$ cat src/rtl/pipe_stage_buffer.sv
// pipe_stage_buffer: elastic valid/ready stage buffer between CPU pipeline stages.
// DEPTH-entry circular FIFO with synchronous flush, zeroed control on bubbles and stall statistics.
module pipe_stage_buffer #(
    parameter int CTRL_W = 8,
    parameter int DATA_W = 128,
    parameter int DEPTH  = 2,
    parameter int CNT_W  = 16
) (
    input  logic                         clk,
    input  logic                         rst,
    input  logic                         flush,
    input  logic                         in_valid,
    output logic                         in_ready,
    input  logic [CTRL_W-1:0]            in_ctrl,
    input  logic [DATA_W-1:0]            in_data,
    output logic                         out_valid,
    input  logic                         out_ready,
    output logic [CTRL_W-1:0]            out_ctrl,
    output logic [DATA_W-1:0]            out_data,
    output logic [$clog2(DEPTH+1)-1:0]   occupancy,
    output logic [CNT_W-1:0]             stall_cnt
);
    localparam int OCC_W = $clog2(DEPTH + 1);
    localparam int PTR_W = DEPTH > 1 ? $clog2(DEPTH) : 1;
    localparam logic [OCC_W-1:0] FULL = OCC_W'(DEPTH);
    localparam logic [PTR_W-1:0] LAST = PTR_W'(DEPTH - 1);

    logic [CTRL_W-1:0] ctrl_mem [DEPTH];
    logic [DATA_W-1:0] data_mem [DEPTH];
    logic [PTR_W-1:0]  wr_ptr, rd_ptr;
    logic [OCC_W-1:0]  count;
    logic              push, pop;

    // explicit wrap keeps non-power-of-two depths inside the array
    function automatic logic [PTR_W-1:0] nxt(input logic [PTR_W-1:0] p);
        return p == LAST ? '0 : p + 1'b1;
    endfunction

    always_comb begin
        in_ready  = (count < FULL) & ~flush;
        out_valid = count != '0;
        push      = in_valid & in_ready;
        pop       = out_valid & out_ready;
        out_ctrl  = out_valid ? ctrl_mem[rd_ptr] : '0;
        out_data  = data_mem[rd_ptr];
        occupancy = count;
    end

    always_ff @(posedge clk or negedge rst) begin
        if (!rst) begin
            wr_ptr <= '0;
            rd_ptr <= '0;
            count  <= '0;
            for (int i = 0; i < DEPTH; i++) begin
                ctrl_mem[i] <= '0;
                data_mem[i] <= '0;
            end
        end else if (flush) begin
            wr_ptr <= '0;
            rd_ptr <= '0;
            count  <= '0;
        end else begin
            if (push) begin
                ctrl_mem[wr_ptr] <= in_ctrl;
                data_mem[wr_ptr] <= in_data;
                wr_ptr           <= nxt(wr_ptr);
            end
            if (pop)
                rd_ptr <= nxt(rd_ptr);
            if (push & ~pop)
                count <= count + 1'b1;
            else if (pop & ~push)
                count <= count - 1'b1;
        end
    end

    // counts frozen cycles even across a flush; only reset clears it
    always_ff @(posedge clk or negedge rst) begin
        if (!rst)
            stall_cnt <= '0;
        else if (out_valid & ~out_ready & ~&stall_cnt)
            stall_cnt <= stall_cnt + 1'b1;
    end
endmodule

$ cat config.mk
export PLATFORM = sky130hd
export DESIGN_NAME = pipe_stage_buffer
export DESIGN_NICKNAME = d
export VERILOG_FILES = /design/src/rtl/pipe_stage_buffer.sv
export SDC_FILE = /design/constraint.sdc
export NUM_CORES = 1
export LEC_CHECK = 0
export CORE_MARGIN = 3
export CORE_UTILIZATION = 51
export DETAILED_ROUTE_END_ITERATION = 8
export PLACE_DENSITY = 0.81
export SYNTH_ARGS = -nofsm -noshare
export SYNTH_HDL_FRONTEND = slang
export SYNTH_SLANG_ARGS = --single-unit
$ cat constraint.sdc
create_clock -name clk -period 1.8 [get_ports clk]
set_input_delay 0.36 -clock clk [delete_from_list [all_inputs] [get_ports clk]]
set_output_delay 0.36 -clock clk [all_outputs]
set_load 0.02 [all_outputs]
==> metrics.cfg <==
[finish]
fill_cells=1606
fin_nets=1358
area_delta_synth_final_pct=39.3
multi_input_area_sq_um=5350
fin_util_pct=73.2
final_cells=1565
register_area_sq_um=7310
drive_gt1_share_pct=57.5
final_area_sq_um=18100

[yosys]
yosysWarnings=0
yosysTopAreaCell=dfrtp_1
ys_seq_elements=292
synth_ff_type=dfrtp_1
synthTopCellsByArea=dfrtp_1, mux2_2, mux2_4, buf_6, buf_2
synth.most_common_cell=mux2_2
syn_area_sq_um=13000
synthCells=832
synth_nets=974
synth_common_cells=mux2_2, dfrtp_1, mux2_4
async_flop_share_pct=100
synth_top_cell_area_share_pct=56.4
syn_area_per_cell_sq_um=15.6
synth_seq_area_share_pct=56.4
synth_edf_count=0
synth.distinct_cells=33

[placement]
dpl_cell_area_sq_um=17000
placed_cells=1482
hpwl_um=22100
place.gp.congestion=0.778
io_buffers=296

[worst_setup_path]
cp-start-kind=flip-flop
cpMaxStageDelayCell=dfrtp_4
cp_common_cell=buf_12
critPathKind=flip-flop to output port
cp.required_ns=1.44
worstPathCellList=buf_12, buf_12, mux2_2, clkdlybuf4s15_2
slowest_delay_ns=0.44
arrival_ns=1.93
path_max_fanout=17
crit_path_end_kind=output port

[sta]
setup_ws_ns=-0.487
drv_slew=0
rsz0062_at_grt=true
post-route-min-period_ns=2.29
final.setup_skew_ns=0.0182
report.final.hold_viol_count=0
fin_crit_sh_pct=127
whs_ns=0.317
slew_headroom_pct=69.5
worst_slew_pin_slew_ns=0.458
setup_viol=348
max_freq_mhz=437

[run]
drv_cap=0

[grt]
grt_pass1_wl_um=49300
antenna_found_initial=2
grt_start_max_net_pins=59
grt_pass1_vias=9139
grt-ovfl-total=0
track_usage_pct=22.7

[route]
drtAntennaViolNets=0
drt-vias-per-instance=5.30
wl_per_cell_um=20.7
first_pass_iters=4
route.detailed.drc=0
vias=8298
drt_iter0_markers=337
wirelength_um=32400

[clock_network]
clkSinkCount=292
cts_buffers=31
cts_root_buffer=clkbuf_16
clk_pin_slew_ns=0.06
clkLatencyLatePin_ns=0.55
cts_tree=done
ctsLongestPathBuffers=3
h-tree-depth=1

[pwr]
p_clk_share_pct=30.2
ir_drop_v=0.000981
p_seq_share_pct=41.8
p_per_area_nw_per_um2=1190
p_sw_share_pct=28.4
total_leakage_power_nw=8.12
power.internal_mw=15.4
pwr-share-comb_pct=28.0
power.switching_mw=6.12

[hold_path]
min_path_type=input port to async pin

[run_status]
outcome=finished with violations
violations=negative setup slack

[floorplanning]
die_area_sq_um=27400
initial_utilization_pct=52.5
io_pins=297
die_w_um=165
core_region_area_sq_um=24700
rows=57
dieHeight_um=165

==> sequential cells by signal, indices dropped and copies added (netlist names) <==
signal,flops
ctrl_mem,16
data_mem,256
occupancy,2
rd_ptr,1
stall_cnt,16
wr_ptr,1
==> layout by cell type, fill, tap and decap left out, types with 2 or more instances in the layout <==
| master | instances |
|---|---|
| mux2_2 | 354 |
| dfrtp_1 | 290 |
| clkdlybuf4s50_1 | 139 |
| buf_4 | 86 |
| buf_2 | 81 |
| mux2_4 | 43 |
| clkbuf_16 | 38 |
| buf_12 | 33 |
| buf_6 | 19 |
| dlymetal6s2s_1 | 17 |
| xor2_1 | 13 |
| nor2_1 | 11 |
| mux2i_1 | 9 |
| clkbuf_8 | 9 |
| clkdlybuf4s15_2 | 9 |
| nand2_1 | 7 |
| clkinv_2 | 6 |
| nand4_1 | 5 |
| nand3_1 | 4 |
| inv_1 | 4 |
| xnor2_1 | 4 |
| nor2_4 | 4 |
| mux2_1 | 4 |
| clkinvlp_4 | 4 |
| clkbuf_1 | 4 |
| clkbuf_2 | 4 |
| nor3_2 | 3 |
| nor3_1 | 3 |
| a21oi_1 | 3 |
| bufinv_16 | 3 |
| and3_1 | 2 |
| or2_2 | 2 |
| nor4_4 | 2 |
| nand2b_1 | 2 |
| o21ai_0 | 2 |
| buf_16 | 2 |
==> logic make-up after synthesis <==
logic type / synth area share [%]
flip-flops: 56.4
adder cells (fa/ha/maj): 0.0965
multiplexers: 36.7
XOR/XNOR: 1.15
buffers and inverters: 2.71
AO/OA/AOI/OAI: 0.338
AND/OR/NAND/NOR: 2.64
==> per-layer routing <==
metal / vias to the layer above / share of wire [%] / global-route usage (%)
met2: 260 / 50 / 38.9
met1: 4235 / 40 / 28.6
met3: 53 / 7.3 / 5.99
met4: 4 / 2.6 / 5.97
li1: 3746 / - / -
met5: - / 0.083 / 0
==> worst max-delay path, delay by kind of cell, from the launching register on <==
kind,cells,cell delay [ns]
muxes,1,0.34
DFF,1,0.44
buffers and inverters,3,0.59
==> power by group through the flow <==
| stage | clock network, mW | registers, mW | logic [mW] |
|---|---|---|---|
| after floorplan | 0 | 8.84 | 3.70 |
| after global placement | 0 | 8.94 | 6.27 |
| after detailed placement | 0 | 9.06 | 6.39 |
| after CTS | 6.61 | 8.99 | 6.09 |
| after global routing | 6.92 | 9.20 | 6.42 |
| final | 6.50 | 9.00 | 6.03 |
==> path summary, 6_finish.rpt <==
kind	to	depth (start not counted)	slack, ns	start
worst max register to register	data_mem[42]	7	-0.09	occupancy[1]
worst min register to register	data_mem[201]	1	0.49	data_mem[201]
min in group clk	data_mem[201]	2	0.44	in_data[73]
worst max-delay path	out_data[7]	4	-0.49	rd_ptr
max in group asynchronous	data_mem[42]	3	0.79	rst
worst min-delay path	data_mem[142]	2	0.32	rst
==> metrics by stage <==
step | power [mW] | setup slack [ns] | TNS, ns
final | 21.5 | -0.487 | -58.60
after global routing | 22.5 | -0.548 | -82.03
after CTS | 21.7 | -0.558 | -65.22
after detailed placement | 15.5 | -0.312 | -100.62
after global placement | 15.2 | -0.299 | -97.42
after floorplan | 12.5 | 0.00812 | 0
==> timing repair <==
item | in CTS | in global routing
hold endpoints to repair | 37 | 0
endpoints found under the setup margin | 156 | 163
buffers inserted | 7 | 9
gates resized for setup | 492 | 145
pin swaps | 0 | 6
hold buffers | 1 | 0
cloned | 0 | 8
==> area by class of cell <==
class,count,area share (%)
clock inverter,13,0.832
sequential,292,40.5
clock buffer,44,5.07
timing repair buffer,399,21.6
inverter,4,0.0832
multi-input combinational,488,29.6
antenna,1,0.0139
tap,324,2.25
Power figures use the tool's default switching activity.
